===== src/rtl/bin_to_bcd.sv =====
// bin_to_bcd: sequential shift-add-3 (double-dabble) binary to packed BCD.
// Converts one WIDTH-bit unsigned value per WIDTH clocks.
//
// Ports:
//   clk   - system clock, rising edge
//   reset - asynchronous active-high reset
//   start - request conversion of bin (sampled only while idle)
//   bin   - unsigned binary input, latched on accepted start
//   busy  - high while a conversion is in progress
//   done  - one-cycle pulse, bcd holds a new result
//   bcd   - packed BCD, [3:0]=ones, [7:4]=tens, [11:8]=hundreds
module bin_to_bcd #(
  parameter int WIDTH  = 9,
  parameter int DIGITS = 3
) (
  input  logic                  clk,
  input  logic                  reset,
  input  logic                  start,
  input  logic [WIDTH-1:0]      bin,
  output logic                  busy,
  output logic                  done,
  output logic [4*DIGITS-1:0]   bcd
);

  localparam int BW = 4 * DIGITS;
  localparam int CW = $clog2(WIDTH + 1);
  localparam logic [CW-1:0] LAST = CW'(WIDTH - 1);

  typedef enum logic {
    IDLE,
    CONVERT
  } state_t;

  state_t          state_q, state_d;
  logic [WIDTH-1:0] shift_q, shift_d;
  logic [BW-1:0]   dig_q, dig_d;
  logic [BW-1:0]   dig_adj;
  logic [CW-1:0]   cnt_q, cnt_d;
  logic [BW-1:0]   bcd_q, bcd_d;
  logic            done_q, done_d;
  logic [BW+WIDTH-1:0] shl;

  // Add 3 to every digit >= 5 so the following shift carries into
  // the next decade correctly.
  always_comb begin
    dig_adj = dig_q;
    for (int i = 0; i < DIGITS; i++) begin
      if (dig_q[4*i +: 4] >= 4'd5) begin
        dig_adj[4*i +: 4] = dig_q[4*i +: 4] + 4'd3;
      end
    end
  end

  assign shl = {dig_adj, shift_q} << 1;

  always_comb begin
    state_d = state_q;
    shift_d = shift_q;
    dig_d   = dig_q;
    cnt_d   = cnt_q;
    bcd_d   = bcd_q;
    done_d  = 1'b0;
    unique case (state_q)
      IDLE: begin
        if (start) begin
          shift_d = bin;
          dig_d   = '0;
          cnt_d   = '0;
          state_d = CONVERT;
        end
      end
      CONVERT: begin
        dig_d   = shl[BW+WIDTH-1 -: BW];
        shift_d = shl[WIDTH-1:0];
        cnt_d   = cnt_q + CW'(1);
        // Last shift: publish the finished digits only now, so bcd
        // never shows a partial result.
        if (cnt_q == LAST) begin
          bcd_d   = shl[BW+WIDTH-1 -: BW];
          done_d  = 1'b1;
          state_d = IDLE;
        end
      end
    endcase
  end

  always_ff @(posedge clk or posedge reset) begin
    if (reset) begin
      state_q <= IDLE;
      shift_q <= '0;
      dig_q   <= '0;
      cnt_q   <= '0;
      bcd_q   <= '0;
      done_q  <= 1'b0;
    end else begin
      state_q <= state_d;
      shift_q <= shift_d;
      dig_q   <= dig_d;
      cnt_q   <= cnt_d;
      bcd_q   <= bcd_d;
      done_q  <= done_d;
    end
  end

  assign busy = (state_q == CONVERT);
  assign done = done_q;
  assign bcd  = bcd_q;

endmodule


===== config.mk =====
export PLATFORM = sky130hd
export DESIGN_NAME = bin_to_bcd
export DESIGN_NICKNAME = d
export VERILOG_FILES = /design/src/rtl/bin_to_bcd.sv
export SDC_FILE = /design/constraint.sdc
export NUM_CORES = 1
export LEC_CHECK = 0
export ABC_CLOCK_PERIOD_IN_PS = 2110
export CORE_MARGIN = 4
export CORE_UTILIZATION = 40
export CTS_BUF_LIST = sky130_fd_sc_hd__clkbuf_4 sky130_fd_sc_hd__clkbuf_8 sky130_fd_sc_hd__clkbuf_16
export DETAILED_ROUTE_END_ITERATION = 10
export PLACE_DENSITY = 0.66
export RECOVER_POWER = 100
export SLEW_MARGIN = 20
export SYNTH_ARGS = -nofsm -noshare
export SYNTH_HDL_FRONTEND = slang
export SYNTH_SLANG_ARGS = --single-unit

===== constraint.sdc =====
create_clock -name clk -period 2.11 [get_ports clk]
set_input_delay 0.211 -clock clk [delete_from_list [all_inputs] [get_ports clk]]
set_output_delay 0.211 -clock clk [all_outputs]
set_load 0.005 [all_outputs]

# After elaboration in Yosys (flattened, before gate mapping)
# Cells that the tools add are included.
[word_totals]
regBits = 39
input_bits = 12
elab_cells = 31
[op_classes]
addsub = 4
magnitude_cmp = 3
eq_ne = 2
mux = 14
n_bitwise = 1
n_reduce_logical = 1
[op_table]
columns = ["cell", "n"]
rows = [
  ["one-hot mux 12 bit (2 select lines)", 1],
  ["one-hot mux 9 bit (2 select lines)", 1],
  ["greater-or-equal comparator 4 x 3 -> 1 bit (second input constant)", 3],
  ["2-to-1 mux 12 bit", 1],
  ["2-to-1 mux 4 bit", 3],
  ["2-to-1 mux 9 bit", 1],
  ["adder 4 x 2 -> 4 bit (second input constant)", 2],
  ["one-hot mux 4 bit (2 select lines)", 1],
  ["adder 4 x 1 -> 4 bit (second input constant)", 1],
  ["equality test 4 bit (second input constant)", 1],
  ["2-to-1 mux 1 bit", 4],
  ["adder 3 x 2 -> 3 bit (second input constant)", 1],
  ["2-to-1 mux 3 bit", 1],
  ["inequality test 2 bit (second input constant)", 1],
  ["one-hot mux 1 bit (2 select lines)", 1],
  ["AND reduction 2 bit", 1],
  ["NOT 1 bit", 1],
]

# Longest topological paths before layout
# Gate-level depths: netlist of run 1.
[depth]
ltp_word = 3
ltp_mapped = 6
mapped_depth_nobuf = 6

# Least setup slack after synthesis of run 1
# No wires, ideal clock.
[synth_path]
path_type = "register to register"
start = "register dig_q[0]"
end = "register dig_q[2]"
setup_time_ns = 0.079
t_arrival_ns = 1.384
required_ns = 2.031
slack_ns = 0.647
stages_incl_launch_ff = 7
period_less_slack_ns = 1.463
cell_sequence = "dfrtp_1 inv_1 ha_1 nand2b_2 a21oi_2 mux2_4 mux2i_1"
[synth_between]
elab_chain_cells = 3
elab_cells_between_ends = 4
[synth_rtl]
columns = ["element", "line_no", "text"]
rows = [
  ["start: declaration", "36", "logic [BW-1:0] dig_q, dig_d;"],
  ["start signal: assignment", "98", "dig_q <= dig_d;"],
  ["adder 4 x 2 -> 4 bit or greater-or-equal comparator 4 x 3 -> 1 bit (tied branches)", "49, 48", ""],
  ["2-to-1 mux 4 bit (*)", "48", "if (dig_q[4*i +: 4] >= 4'd5) begin"],
  ["one-hot mux 12 bit (2 select lines) (*)", "63", "unique case (state_q)"],
]
# Mark *: on every way between the ends. The rest lies on a longest branch, timed or not.
# A chain may end at the register's enable or synchronous reset.

# Worst setup path after layout of run 1
[layout_path]
start = "register state_q (netlist: busy)"
end = "output port busy"
[layout_lines]
columns = ["element", "line_no", "text"]
rows = [
  ["start: declaration", "34", "state_t state_q, state_d;"],
  ["start signal: assignment", "96", "state_q <= state_d;"],
  ["end: declaration", "20", "output logic busy,"],
]
# No word-level cell between the ends.

==> results of run 1 <==
## cells by family after synthesis
logic type,count (synthesis),synth area share [%]
AOI/OAI and AO/OA,37,10.96
xor gates and xnor gates,3,1.386
adders and majority gates,8,5.281
buffers and inverters,18,4.225
DFF,39,51.49
muxes,23,12.61
and+or+nand+nor,53,14.06
## sequential cells by signal, indices dropped and copies added, names as in the netlist
signal and count:
busy 1, cnt_q 4, done 1, bcd 12
shift_q 9, dig_q 12
## metal layers
| layer | routed length, um | track usage, % | part of all wire [%] |
|---|---|---|---|
| met1 | 1585 | 15.92 | 47 |
| met2 | 1567 | 20.99 | 47 |
| met3 | 139 | 3.630 | 4.1 |
| met4 | 63 | 5.435 | 1.9 |
| met5 | 0 | 0 | 0 |
## cell type report
class,instances,share of cell area (%)
timing repair buffer,31,12.25
clock buffer,5,3.020
sequential,39,42.83
clock inverter,3,0.8786
tap,52,2.856
multi-input combinational,124,36.52
inverter,10,1.647
## placed cells by master, fill, tap and decap left out, types with 2 or more instances in the layout
cell type / instances
xnor2_1: 3
a21oi_2: 2
ha_1: 8
inv_1: 10
mux2i_1: 19
nor2_1: 4
dfrtp_1: 39
clkinvlp_4: 2
clkdlybuf4s50_1: 9
o21ai_1: 4
clkbuf_2: 2
nand3_1: 2
nor3b_1: 5
o21ai_0: 20
mux2_1: 2
clkbuf_8: 5
clkbuf_1: 3
a21oi_1: 7
dlygate4sd3_1: 16
nand2_1: 26
o31ai_1: 2
mux2_2: 2
nand2b_1: 10
## power by group through the flow
stage	registers [uW]	logic, uW	clock network [uW]
global route	1370	1570	559
floorplan	1280	1050	0
finish	1310	1350	508
global placement	1330	1440	0
detailed placement	1330	1480	0
CTS	1320	1490	525
## final timing paths
| check | start | end | slack, ns | depth (start not counted) |
|---|---|---|---|---|
| max in group asynchronous | reset | bcd[11] | 0.88 | 3 |
| worst max-delay path | busy | busy | 0.36 | 1 |
| min in group asynchronous | reset | bcd[9] | 0.64 | 3 |
| worst min-delay path | bcd[9] | bcd[9] | 0.47 | 2 |
| worst max register to register | dig_q[0] | dig_q[2] | 0.43 | 6 |
| worst min register to register | bcd[9] | bcd[9] | 0.47 | 2 |
## per-stage QoR
step                area [um^2]  setup WS [ns]  total power, uW
global placement           2213         0.5905             2771
CTS                        2302         0.3647             3339
finish                     2278         0.3560             3171
floorplan                  1896         0.6466             2330
detailed placement         2213         0.5250             2819
global route               2278         0.2309             3500
==> key figures, run 1 <==
Status
  • Status: finished clean

STA
  • # setup viols final: 0
  • Achievable Freq: about 570 MHz
  • Worst hold slack: roughly 0.47 ns
  • Final hold violation count: 0
  • Tmin final: 1.754 ns
  • Worst rel slew slack: between 30% and 40%
  • Unrepaired setup endpoints after global routing: no
  • Fin Clk Skew: between 0.007 and 0.008 ns
  • Worst slew pin tran: 1.035 ns
  • Pins Over Slew Limit: 0
  • Setup TNS: 0 ns
  • Final period util: between 80 and 90%

Synth
  • Syn Nets: 201
  • Synth Flop Type: dfrtp_1
  • Count leader, synth: dfrtp_1
  • Commonest cells post-synth: 39 x dfrtp_1, 26 x nand2_1, 19 x mux2i_1, 13 x o21ai_1, 11 x o21ai_0
  • Mapped Area: between 1500 and 2000 um^2
  • Post-synth EDFFs: 0
  • Synthesis-stage register bit count: 39
  • Top-area cell type share of the netlist area: 51.49%
  • Synthesized area per cell: 10.47 um^2
  • Mapped Cells: about 180
  • Synth warn: 0
  • Synth cell types: 29
  • Top cells by area, synth: dfrtp_1 51%, mux2i_1 10%, ha_1 5.3%
  • Post-synthesis sequential area ratio: roughly half
  • Ys async rst share: between 90% and 100%
  • Area leader, netlist: dfrtp_1

Critical path
  • Crit-path leading delay family: buffers and inverters
  • Critical path class: reg -> out
  • Largest stage delay on the critical path: 0.63 ns
  • Worst Path Buf+Inv: 1
  • Crit-path max FO: 16
  • CP required: roughly 1.9 ns
  • Slowest cell on the critical path: dlygate4sd3_1
  • CP startpoint kind: register
  • Crit path DAT: between 1.5 and 2 ns
  • Endpoint class of the critical path: primary output
  • CP Cell Sequence: dlygate4sd3_1

Cells and area
  • P&R area growth vs syn: 20.20%
  • Antenna Diode Count: 0
  • Non-Filler Instances: between 200 and 300
  • Footprint of the multi-input gates: approximately 830 um^2
  • Layout net count: approximately 230
  • Layout cells sized above 1: 7.547%
  • Post-layout util: between 50% and 60%
  • Fillers: 426
  • FF+latch area: ~980 um^2

Detailed routing
  • Final wirelength: roughly 3400 um
  • Routed Antenna Nets: 0
  • DR vias: roughly 1,300
  • Via density: 5.053
  • DR pass1 iterations: 4
  • Post-route DRC: 0
  • Wire per inst: around 13 um
  • DR iter-0 viols: 33

Placed design
  • DP Cell Count: roughly 260
  • RePlAce Congestion: roughly 0.74
  • DP Wirelength: about 2300 um
  • PortBufs: 25

Floorplan
  • FP Rows: 24
  • Die W: ~77 um
  • Full die area: 5904 um^2
  • I/O pin cnt: 26
  • Initial Utilization: 42.37%
  • Die height: 76.84 um
  • Core ar.: approximately 4500 um^2

Clock network
  • CTS tree: done
  • H-tree levels: 2
  • CTS buffer count: 5
  • Skew-Pair Late Insertion Delay: ~0.3 ns
  • Cts repair resizes: 0
  • Clk slew on worst S/H paths: approximately 0.080 ns
  • Cts hold-fix bufs: 0
  • Clock Tree Root: clkbuf_8
  • Clock sinks: 39
  • Clock tree buffer depth: 2
  • Post-CTS Setup Inserts: 0

Pwr
  • Power Density: 1392 nW/um^2
  • Sw power: 1191 uW
  • Seq pwr share: between 40% and 50%
  • Power Internal: between 1500 and 2000 uW
  • Clock Power Share: approximately 16%
  • Max IR drop VDD: roughly 0.53 mV
  • Switch share: approximately 38%
  • Combinational share of power: a little over two fifths
  • Static leakage: about 0.0011 uW

GRT
  • Vias in the first global route: around 1,300
  • Antenna violations before repair: 0
  • Largest net degree at the start of global routing: 40
  • First-pass GRT wire length: slightly above 6000 um
  • GRT Total Usage: between 10% and 20%
  • GRT overflow: 0

Flow run
  • Max Cap Violations: 0

Min path
  • HP Class: reg -> reg
Note: power is estimated with default switching activity, not from simulation.
==> run 2, diff against run 1 <==
--- a/config.mk
+++ b/config.mk
@@ -5,12 +5,12 @@
 export SDC_FILE = /design/constraint.sdc
 export NUM_CORES = 1
 export LEC_CHECK = 0
-export ABC_CLOCK_PERIOD_IN_PS = 2110
+export ABC_CLOCK_PERIOD_IN_PS = 1500
 export CORE_MARGIN = 4
 export CORE_UTILIZATION = 40
 export CTS_BUF_LIST = sky130_fd_sc_hd__clkbuf_4 sky130_fd_sc_hd__clkbuf_8 sky130_fd_sc_hd__clkbuf_16
 export DETAILED_ROUTE_END_ITERATION = 10
-export PLACE_DENSITY = 0.66
+export PLACE_DENSITY = 0.69
 export RECOVER_POWER = 100
 export SLEW_MARGIN = 20
 export SYNTH_ARGS = -nofsm -noshare
==> constraint.sdc (replaced) <==
create_clock -name clk -period 1.5 [get_ports clk]
set_input_delay 0.15 -clock clk [delete_from_list [all_inputs] [get_ports clk]]
set_output_delay 0.15 -clock clk [all_outputs]
set_load 0.005 [all_outputs]
==> key figures, run 2 (same netlist as run 1, synthesis figures left out) <==
Pwr
  • Tot Pwr: 5020 uW
  • Static leakage: around 0.0012 uW
  • Max IR drop VDD: ~0.74 mV
  • Power Density: ~2000 nW/um^2

Critical path
  • Slowest cell on the critical path: dfrtp_1
  • Largest stage delay on the critical path: a little over 0.4 ns
  • Endpoint class of the critical path: register
  • CP Cell Sequence: inv_2 > ha_2 > nand2b_4 > a21oi_4 > mux2_4 > mux2i_1
  • Crit-path leading delay family: multiplexers
  • Crit path DAT: 1.66 ns
  • Crit-path max FO: 3
  • CP required: around 1.7 ns
  • CP startpoint kind: register
  • Critical path class: reg -> reg
  • Worst Path Buf+Inv: 1

Placed design
  • PortBufs: 25
  • Worst slack, placed: -0.02384 ns
  • DP Wirelength: between 2000 and 3000 um
  • RePlAce Congestion: 0.7574

GRT
  • Antenna violations before repair: 0
  • GRT Total Usage: between 10% and 20%
  • Largest net degree at the start of global routing: 40
  • Vias in the first global route: about 1,400
  • GRT overflow: 0
  • First-pass GRT wire length: 6251 um
  • GR Util met2: a little over a fifth
  • Met3 global-route usage: 3.747%
  • Busiest grt layer: met2
  • Met1 GRT Util: between 10% and 20%

STA
  • # setup viols final: 0
  • Final period util: a little over nine tenths
  • Tmin final: 1.444 ns
  • Final setup margin: 0.05590 ns
  • Achievable Freq: roughly 690 MHz
  • Pins Over Slew Limit: 0
  • Worst hold slack: around 0.47 ns
  • Worst slew pin tran: ~0.95 ns
  • Fin Clk Skew: 0.003713 ns
  • Worst rel slew slack: approximately 37%
  • Setup TNS: 0 ns
  • Final hold violation count: 0

Detailed routing
  • Wire per inst: about 13 um
  • Via density: between 4 and 5
  • Final wirelength: 3560 um
  • Post-route DRC: 0
  • Routed Antenna Nets: 0
  • DR vias: approximately 1,400
  • DR iter-0 viols: slightly above 90
  • DR pass1 iterations: 4

Floorplan
  • FP Rows: 24
  • Core ar.: between 4000 and 5000 um^2
  • Die W: around 77 um
  • Initial Utilization: between 40% and 50%
  • Die height: between 70 and 80 um
  • I/O pin cnt: 26
  • Full die area: a little under 6000 um^2

Cells and area
  • FF+latch area: slightly below 1000 um^2
  • Antenna Diode Count: 0
  • P&R area growth vs syn: 28.58%
  • Layout cells sized above 1: approximately a fifth
  • Most frequent cells in the layout: 38 x dfrtp_1, 26 x nand2_1, 19 x mux2i_1
  • Fillers: between 400 and 500
  • Post-layout util: approximately 54%
  • Footprint of the multi-input gates: around 900 um^2
  • Commonest non-fill, non-tap cell in the layout: dfrtp_1
  • Layout net count: approximately 240

Min path
  • HP Class: reg -> reg

Clock network
  • Clock tree buffer depth: 2
  • Clock sinks: 39
  • Skew-Pair Late Insertion Delay: ~0.29 ns
  • CTS tree: done
  • Clk slew on worst S/H paths: 0.07 ns
  • Cts hold-fix bufs: 0
  • H-tree levels: 2
  • Clock Tree Root: clkbuf_8
  • CTS buffer count: 5

Status
  • Status: finished clean

Flow run
  • Max Cap Violations: 0
==> run 2: cell count changes in the layout (fill, tap and decap cells not counted), moves of 3 or more <==
cell,change
inv_1,-5
o21ai_0,-6
a21oi_4,+3
inv_2,+5
ha_2,+3
buf_4,+11
o21ai_1,+5
nand2b_4,+3
ha_1,-3
mux2_4,+3
==> run 2: metrics by stage <==
step,area (um^2),std cells
global route,2437,276
global placement,2303,263
detailed placement,2303,263
finish,2437,276
CTS,2400,271
floorplan,1896,181
==> run 2: per-layer routing <==
| metal | vias to the layer above | wire (um) | part of all wire, % |
|---|---|---|---|
| li1 | 697 | - | - |
| met2 | 27 | 1769 | 50 |
| met3 | 5 | 165 | 4.6 |
| met4 | 0 | 55 | 1.5 |
| met1 | 650 | 1570 | 44 |
| met5 | - | 0 | 0 |
==> run 2: repair_timing <==
item                                    CTS  global route
gates resized for setup                   3            16
endpoints found under the setup margin    3            10
pin swaps                                 1             3
buffers inserted                          0             5
endpoints found under the hold margin     0             0
==> run 2: cell type report <==
cell class | count | area share (%)
clock buffers | 7 | 3.439
multi-input cells | 124 | 36.96
flip-flops and latches | 39 | 40.09
well taps | 52 | 2.669
repair buffers | 43 | 15.09
inverters | 10 | 1.540
clock inverters | 1 | 0.2053
==> run 2: worst paths after layout <==
path | start | end | slack [ns] | depth (start not counted)
setup / recovery | dig_q[8] | dig_q[10] | 0.06 | 6
hold / removal | cnt_q[3] | cnt_q[3] | 0.47 | 1
setup reg to reg | dig_q[8] | dig_q[10] | 0.06 | 6
hold reg to reg | cnt_q[3] | cnt_q[3] | 0.47 | 1
max in group asynchronous | reset | busy | 0.25 | 3
min in group asynchronous | reset | dig_q[6] | 0.60 | 3
==> run 2: report_power, final <==
group / switching [uW] / leakage (uW) / internal, uW / total, uW
logic: 1130 / 0.000646 / 1320 / 2460
registers: 360 / 0.000498 / 1500 / 1860
clock network: 342 / 0.0000491 / 362 / 704
total: 1830 / 0.00119 / 3190 / 5020
==> run 2: worst register-to-register path, cell delays in order, from the launching register on <==
cell      delay, ns
dfrtp_1        0.41
inv_2          0.07
ha_2           0.21
nand2b_4       0.06
a21oi_4        0.17
mux2_4         0.32
mux2i_1        0.13
